===== src/rtl/register_file_sb.sv =====
// Decode-stage register file: two async read ports, one sync write port and a pending-write
// scoreboard that drives operand stalls. Define RF_BYPASS_EN to forward same-cycle writeback.
module register_file_sb #(
  parameter int unsigned WORD_LEN = 32,
  parameter int unsigned ADDR_W   = 5
) (
  input  logic                clk,
  input  logic                rst,
  input  logic [ADDR_W-1:0]   r1_add,
  input  logic [ADDR_W-1:0]   r2_add,
  output logic [WORD_LEN-1:0] r1,
  output logic [WORD_LEN-1:0] r2,
  input  logic                write_signal,
  input  logic [ADDR_W-1:0]   write_add,
  input  logic [WORD_LEN-1:0] write_data,
  input  logic                issue_signal,
  input  logic [ADDR_W-1:0]   issue_add,
  input  logic                r1_need,
  input  logic                r2_need,
  output logic                r1_busy,
  output logic                r2_busy,
  output logic                stall,
  output logic [ADDR_W:0]     pending_cnt
);

  localparam int unsigned DEPTH = 2 ** ADDR_W;
  localparam logic [ADDR_W:0] CNT_ONE = {{ADDR_W{1'b0}}, 1'b1};

  logic [WORD_LEN-1:0] regs_q [DEPTH];
  logic [DEPTH-1:0]    busy_q, busy_d;
  logic [ADDR_W:0]     pending_cnt_q, pending_cnt_d;

  logic write_valid, set_valid, set_rise, clr_fall;

  assign write_valid = write_signal && (write_add != '0);
  assign set_valid   = issue_signal && (issue_add != '0);

  // A clear loses to a same-address set: a newer producer has already issued.
  assign set_rise = set_valid && !busy_q[issue_add];
  assign clr_fall = write_signal && busy_q[write_add] && !(set_valid && (issue_add == write_add));

  always_comb begin
    busy_d = busy_q;
    if (write_signal) busy_d[write_add] = 1'b0;
    if (set_valid)    busy_d[issue_add] = 1'b1;
    busy_d[0] = 1'b0;
  end

  always_comb begin
    pending_cnt_d = pending_cnt_q;
    if (set_rise && !clr_fall) begin
      pending_cnt_d = pending_cnt_q + CNT_ONE;
    end else if (!set_rise && clr_fall) begin
      pending_cnt_d = pending_cnt_q - CNT_ONE;
    end
  end

  always_ff @(posedge clk) begin
    if (rst) begin
      for (int unsigned i = 0; i < DEPTH; i++) begin
        regs_q[i] <= '0;
      end
      busy_q        <= '0;
      pending_cnt_q <= '0;
    end else begin
      if (write_valid) regs_q[write_add] <= write_data;
      busy_q        <= busy_d;
      pending_cnt_q <= pending_cnt_d;
    end
  end

  logic [WORD_LEN-1:0] r1_stored, r2_stored;

  assign r1_stored = (r1_add == '0) ? '0 : regs_q[r1_add];
  assign r2_stored = (r2_add == '0) ? '0 : regs_q[r2_add];

`ifdef RF_BYPASS_EN
  logic r1_fwd, r2_fwd;

  assign r1_fwd = write_valid && (write_add == r1_add);
  assign r2_fwd = write_valid && (write_add == r2_add);

  always_comb begin
    r1      = r1_fwd ? write_data : r1_stored;
    r2      = r2_fwd ? write_data : r2_stored;
    r1_busy = r1_fwd ? (set_valid && (issue_add == r1_add)) : busy_q[r1_add];
    r2_busy = r2_fwd ? (set_valid && (issue_add == r2_add)) : busy_q[r2_add];
  end
`else
  always_comb begin
    r1      = r1_stored;
    r2      = r2_stored;
    r1_busy = busy_q[r1_add];
    r2_busy = busy_q[r2_add];
  end
`endif

  assign stall       = (r1_need && r1_busy) || (r2_need && r2_busy);
  assign pending_cnt = pending_cnt_q;

endmodule


===== config.mk =====
export PLATFORM = sky130hd
export DESIGN_NAME = register_file_sb
export DESIGN_NICKNAME = d
export VERILOG_FILES = /design/src/rtl/register_file_sb.sv
export SDC_FILE = /design/constraint.sdc
export NUM_CORES = 2
export LEC_CHECK = 0
export CAP_MARGIN = 10
export CORE_ASPECT_RATIO = 2
export CORE_MARGIN = 8
export CORE_UTILIZATION = 62
export CTS_BUF_LIST = sky130_fd_sc_hd__clkbuf_4 sky130_fd_sc_hd__clkbuf_8
export DETAILED_ROUTE_END_ITERATION = 6
export PLACE_DENSITY = 0.83
export SLEW_MARGIN = 40
export SYNTH_ARGS = -nofsm -noshare
export SYNTH_HDL_FRONTEND = slang
export SYNTH_SLANG_ARGS = --single-unit

===== constraint.sdc =====
create_clock -name clk -period 8.16 [get_ports clk]
set_clock_uncertainty 0.05 [all_clocks]
set_input_delay 1.224 -clock clk [delete_from_list [all_inputs] [get_ports clk]]
set_output_delay 1.224 -clock clk [all_outputs]
set_load 0.05 [all_outputs]

==> flow_metrics.env <==
export IMPL_synthCells=3608
export IMPL_powerDensity_nw_per_um2=199
export IMPL_cts_buffers=144
export IMPL_finalCritPeriodShare_pct=74.5
export IMPL_route_detailed_drc=0
export IMPL_grt_pass1_wl_um=256000
export IMPL_via_per_inst=7.32
export IMPL_whs_ps=472
export IMPL_drt_pass1_iterations=6
export IMPL_ys_warn_count=0
export IMPL_crit_required_ps=6890
export IMPL_die_area_um2=102000
export IMPL_syn_area_um2=56900
export IMPL_routed_wirelength_um=179000
export IMPL_relSlewSlack_pct=41.4
export IMPL_finalSetupTns_ps=0
export IMPL_final_antenna_net_count=0
export IMPL_cp_max_fo=41
export IMPL_htree_levels=4
export IMPL_grt_overflow_total=0
export IMPL_layout_commonest_cell="edfxtp_1"
export IMPL_hold_viol_final=0
export IMPL_cap_violations=0
export IMPL_critPathKind="primary input to primary output"
export IMPL_ys_ff_latch=1061
export IMPL_hold_path_class="flop to flop"
export IMPL_drive_above_1_share_pct=29.6
export IMPL_min_period_ps=6080
export IMPL_die_width_um=230
export IMPL_setup_violations=0
export IMPL_cp_arrival_ps=4810
export IMPL_wl_per_cell_um=36.2
export IMPL_report_final_slew_viol_count=0
export IMPL_fill_cells=5846
export IMPL_grt_max_degree=90
export IMPL_ys_types=53
export IMPL_outcome="finished clean"
export IMPL_clock_path_buffers=3
export IMPL_row_count=157
export IMPL_start_util_pct=62.3
export IMPL_crit_path_end_kind="primary output"
export IMPL_grt_pass1_vias=37664
export IMPL_num_vias=36181
export IMPL_worst_pin_slew_ps=879
export IMPL_rsz0062_at_grt="false"
export IMPL_p_leak_nw=21.2
export IMPL_core_area_um2=91300
export IMPL_place_congestion=0.891
export IMPL_avgSynthCellArea_um2=15.8
export IMPL_synth_edf_count=1024
export IMPL_io_buffers=130
export IMPL_cts_resized=0
export IMPL_clock_latency_ps=820
export IMPL_dpl_hpwl_um=104000
export IMPL_cts_setup_buffers=0
export IMPL_grt_usage_pct=35.1
export IMPL_io_pins=131
export IMPL_cts_root_buf="clkbuf_8"
export IMPL_max_freq_mhz=164
export IMPL_async_flop_share_pct=0
export IMPL_dieHeight_um=445
export IMPL_ys_flop_type="edfxtp_1"
export IMPL_hold_buffers=0
export IMPL_synth_seq_area_share_pct=55.3
export IMPL_syn_to_final_growth_pct=9.21
export IMPL_cts_tree="built"
export IMPL_vdd_ir_drop_max_v=0.000170
export IMPL_numClockSinks=1061
export IMPL_clkTransAtPathRegs_ps=70
export IMPL_fin_nets=3701
export IMPL_initialDrtViolationCount=5349
export IMPL_final_cell_mix="edfxtp_1, and2_1, mux4_2, clkbuf_8, nand2_1"
export IMPL_antenna_found_initial=17
export IMPL_start_kind="primary input"
cells by family after synthesis:
kind of cell	after synthesis	share of synthesized area, %
compound gates	152	1.47
other cells	1	0.00659
mux	673	26.5
xor+xnor	7	0.108
fa+ha+maj	7	0.167
buf+inv	462	3.33
flops	1061	55.3
simple gates	1245	13.1
through the flow:
| step | total power, mW | utilization (%) | worst slack (ps) | cells | cell area (um2) |
|---|---|---|---|---|---|
| floorplan | 7.69 | - | 3270 | 3639 | 57000 |
| global placement | 8.27 | 64.9 | 2030 | 4675 | 59300 |
| detailed placement | 8.34 | 65.0 | 2070 | 4679 | 59400 |
| CTS | 12.4 | 68.1 | 2050 | 4928 | 62200 |
| global route | 12.7 | 68.0 | 1910 | 4934 | 62100 |
| finish | 12.4 | 68.1 | 2080 | 4946 | 62200 |
area by class of cell:
cell class	instances	area, um2	area share [%]
clock buffer	188	2390	3.84
clock inverter	61	428	0.688
inverter	77	289	0.465
multi-input combinational	2116	23900	38.5
antenna	15	37.5	0.0604
tap	1192	1490	2.40
timing repair buffer	236	2120	3.42
sequential	1061	31500	50.6
synthesized netlist by cell type (6+ instances only):
library cell,instances,area [um2]
edfxtp_1,1024,30700
and2_1,992,6210
mux4_2,669,15100
clkbuf_1,257,965
nand2_1,107,402
buf_2,95,475
o21ai_0,95,475
inv_1,77,289
nor2_1,51,191
dfxtp_1,37,741
a21oi_1,32,160
buf_1,27,101
or2_2,27,169
nand3_1,9,45.0
nor3_1,7,35.0
ha_1,6,75.1
nor2b_1,6,37.5
or4_1,6,45.0
layer usage:
metal	part of all wire, %	up-vias	routed length, um	global-route usage, %
met5	0.022	-	39	0
met3	12	976	21800	9.55
met4	9.0	6	16000	26.9
met2	49	3230	88600	57.5
li1	-	13869	-	-
met1	29	18100	52500	38.9
power by group:
part | total, mW | switching [mW] | internal [mW] | leakage [nW]
clock | 4.13 | 2.04 | 2.09 | 1.48
sequential | 6.43 | 0.161 | 6.27 | 10.1
combinational | 1.83 | 1.05 | 0.774 | 9.64
total | 12.4 | 3.26 | 9.13 | 21.2
flip-flops by register name, summed over array words and instances (netlist names):
register and count:
pending_cnt 6, regs_q 1024, busy_q 31
worst paths after layout:
check | from | to | slack (ps) | depth (start not counted)
setup / recovery | r2_add[0] | r2[6] | 2080 | 8
hold / removal | pending_cnt[4]$_SDFFE_PP0P_ | pending_cnt[4]$_SDFFE_PP0P_ | 470 | 2
hold reg to reg | pending_cnt[4]$_SDFFE_PP0P_ | pending_cnt[4]$_SDFFE_PP0P_ | 470 | 2
setup reg to reg | busy_q[22]$_SDFF_PP0_ | pending_cnt[4]$_SDFFE_PP0P_ | 4420 | 13
worst max-delay path: stages:
cell and delay (ps):
buf_8 420, buf_16 330, buf_4 560, mux4_2 580, mux4_2 480, nand2_1 120, o21ai_0 210, clkdlybuf4s50_1 800
(Power assumes the default switching activity.)
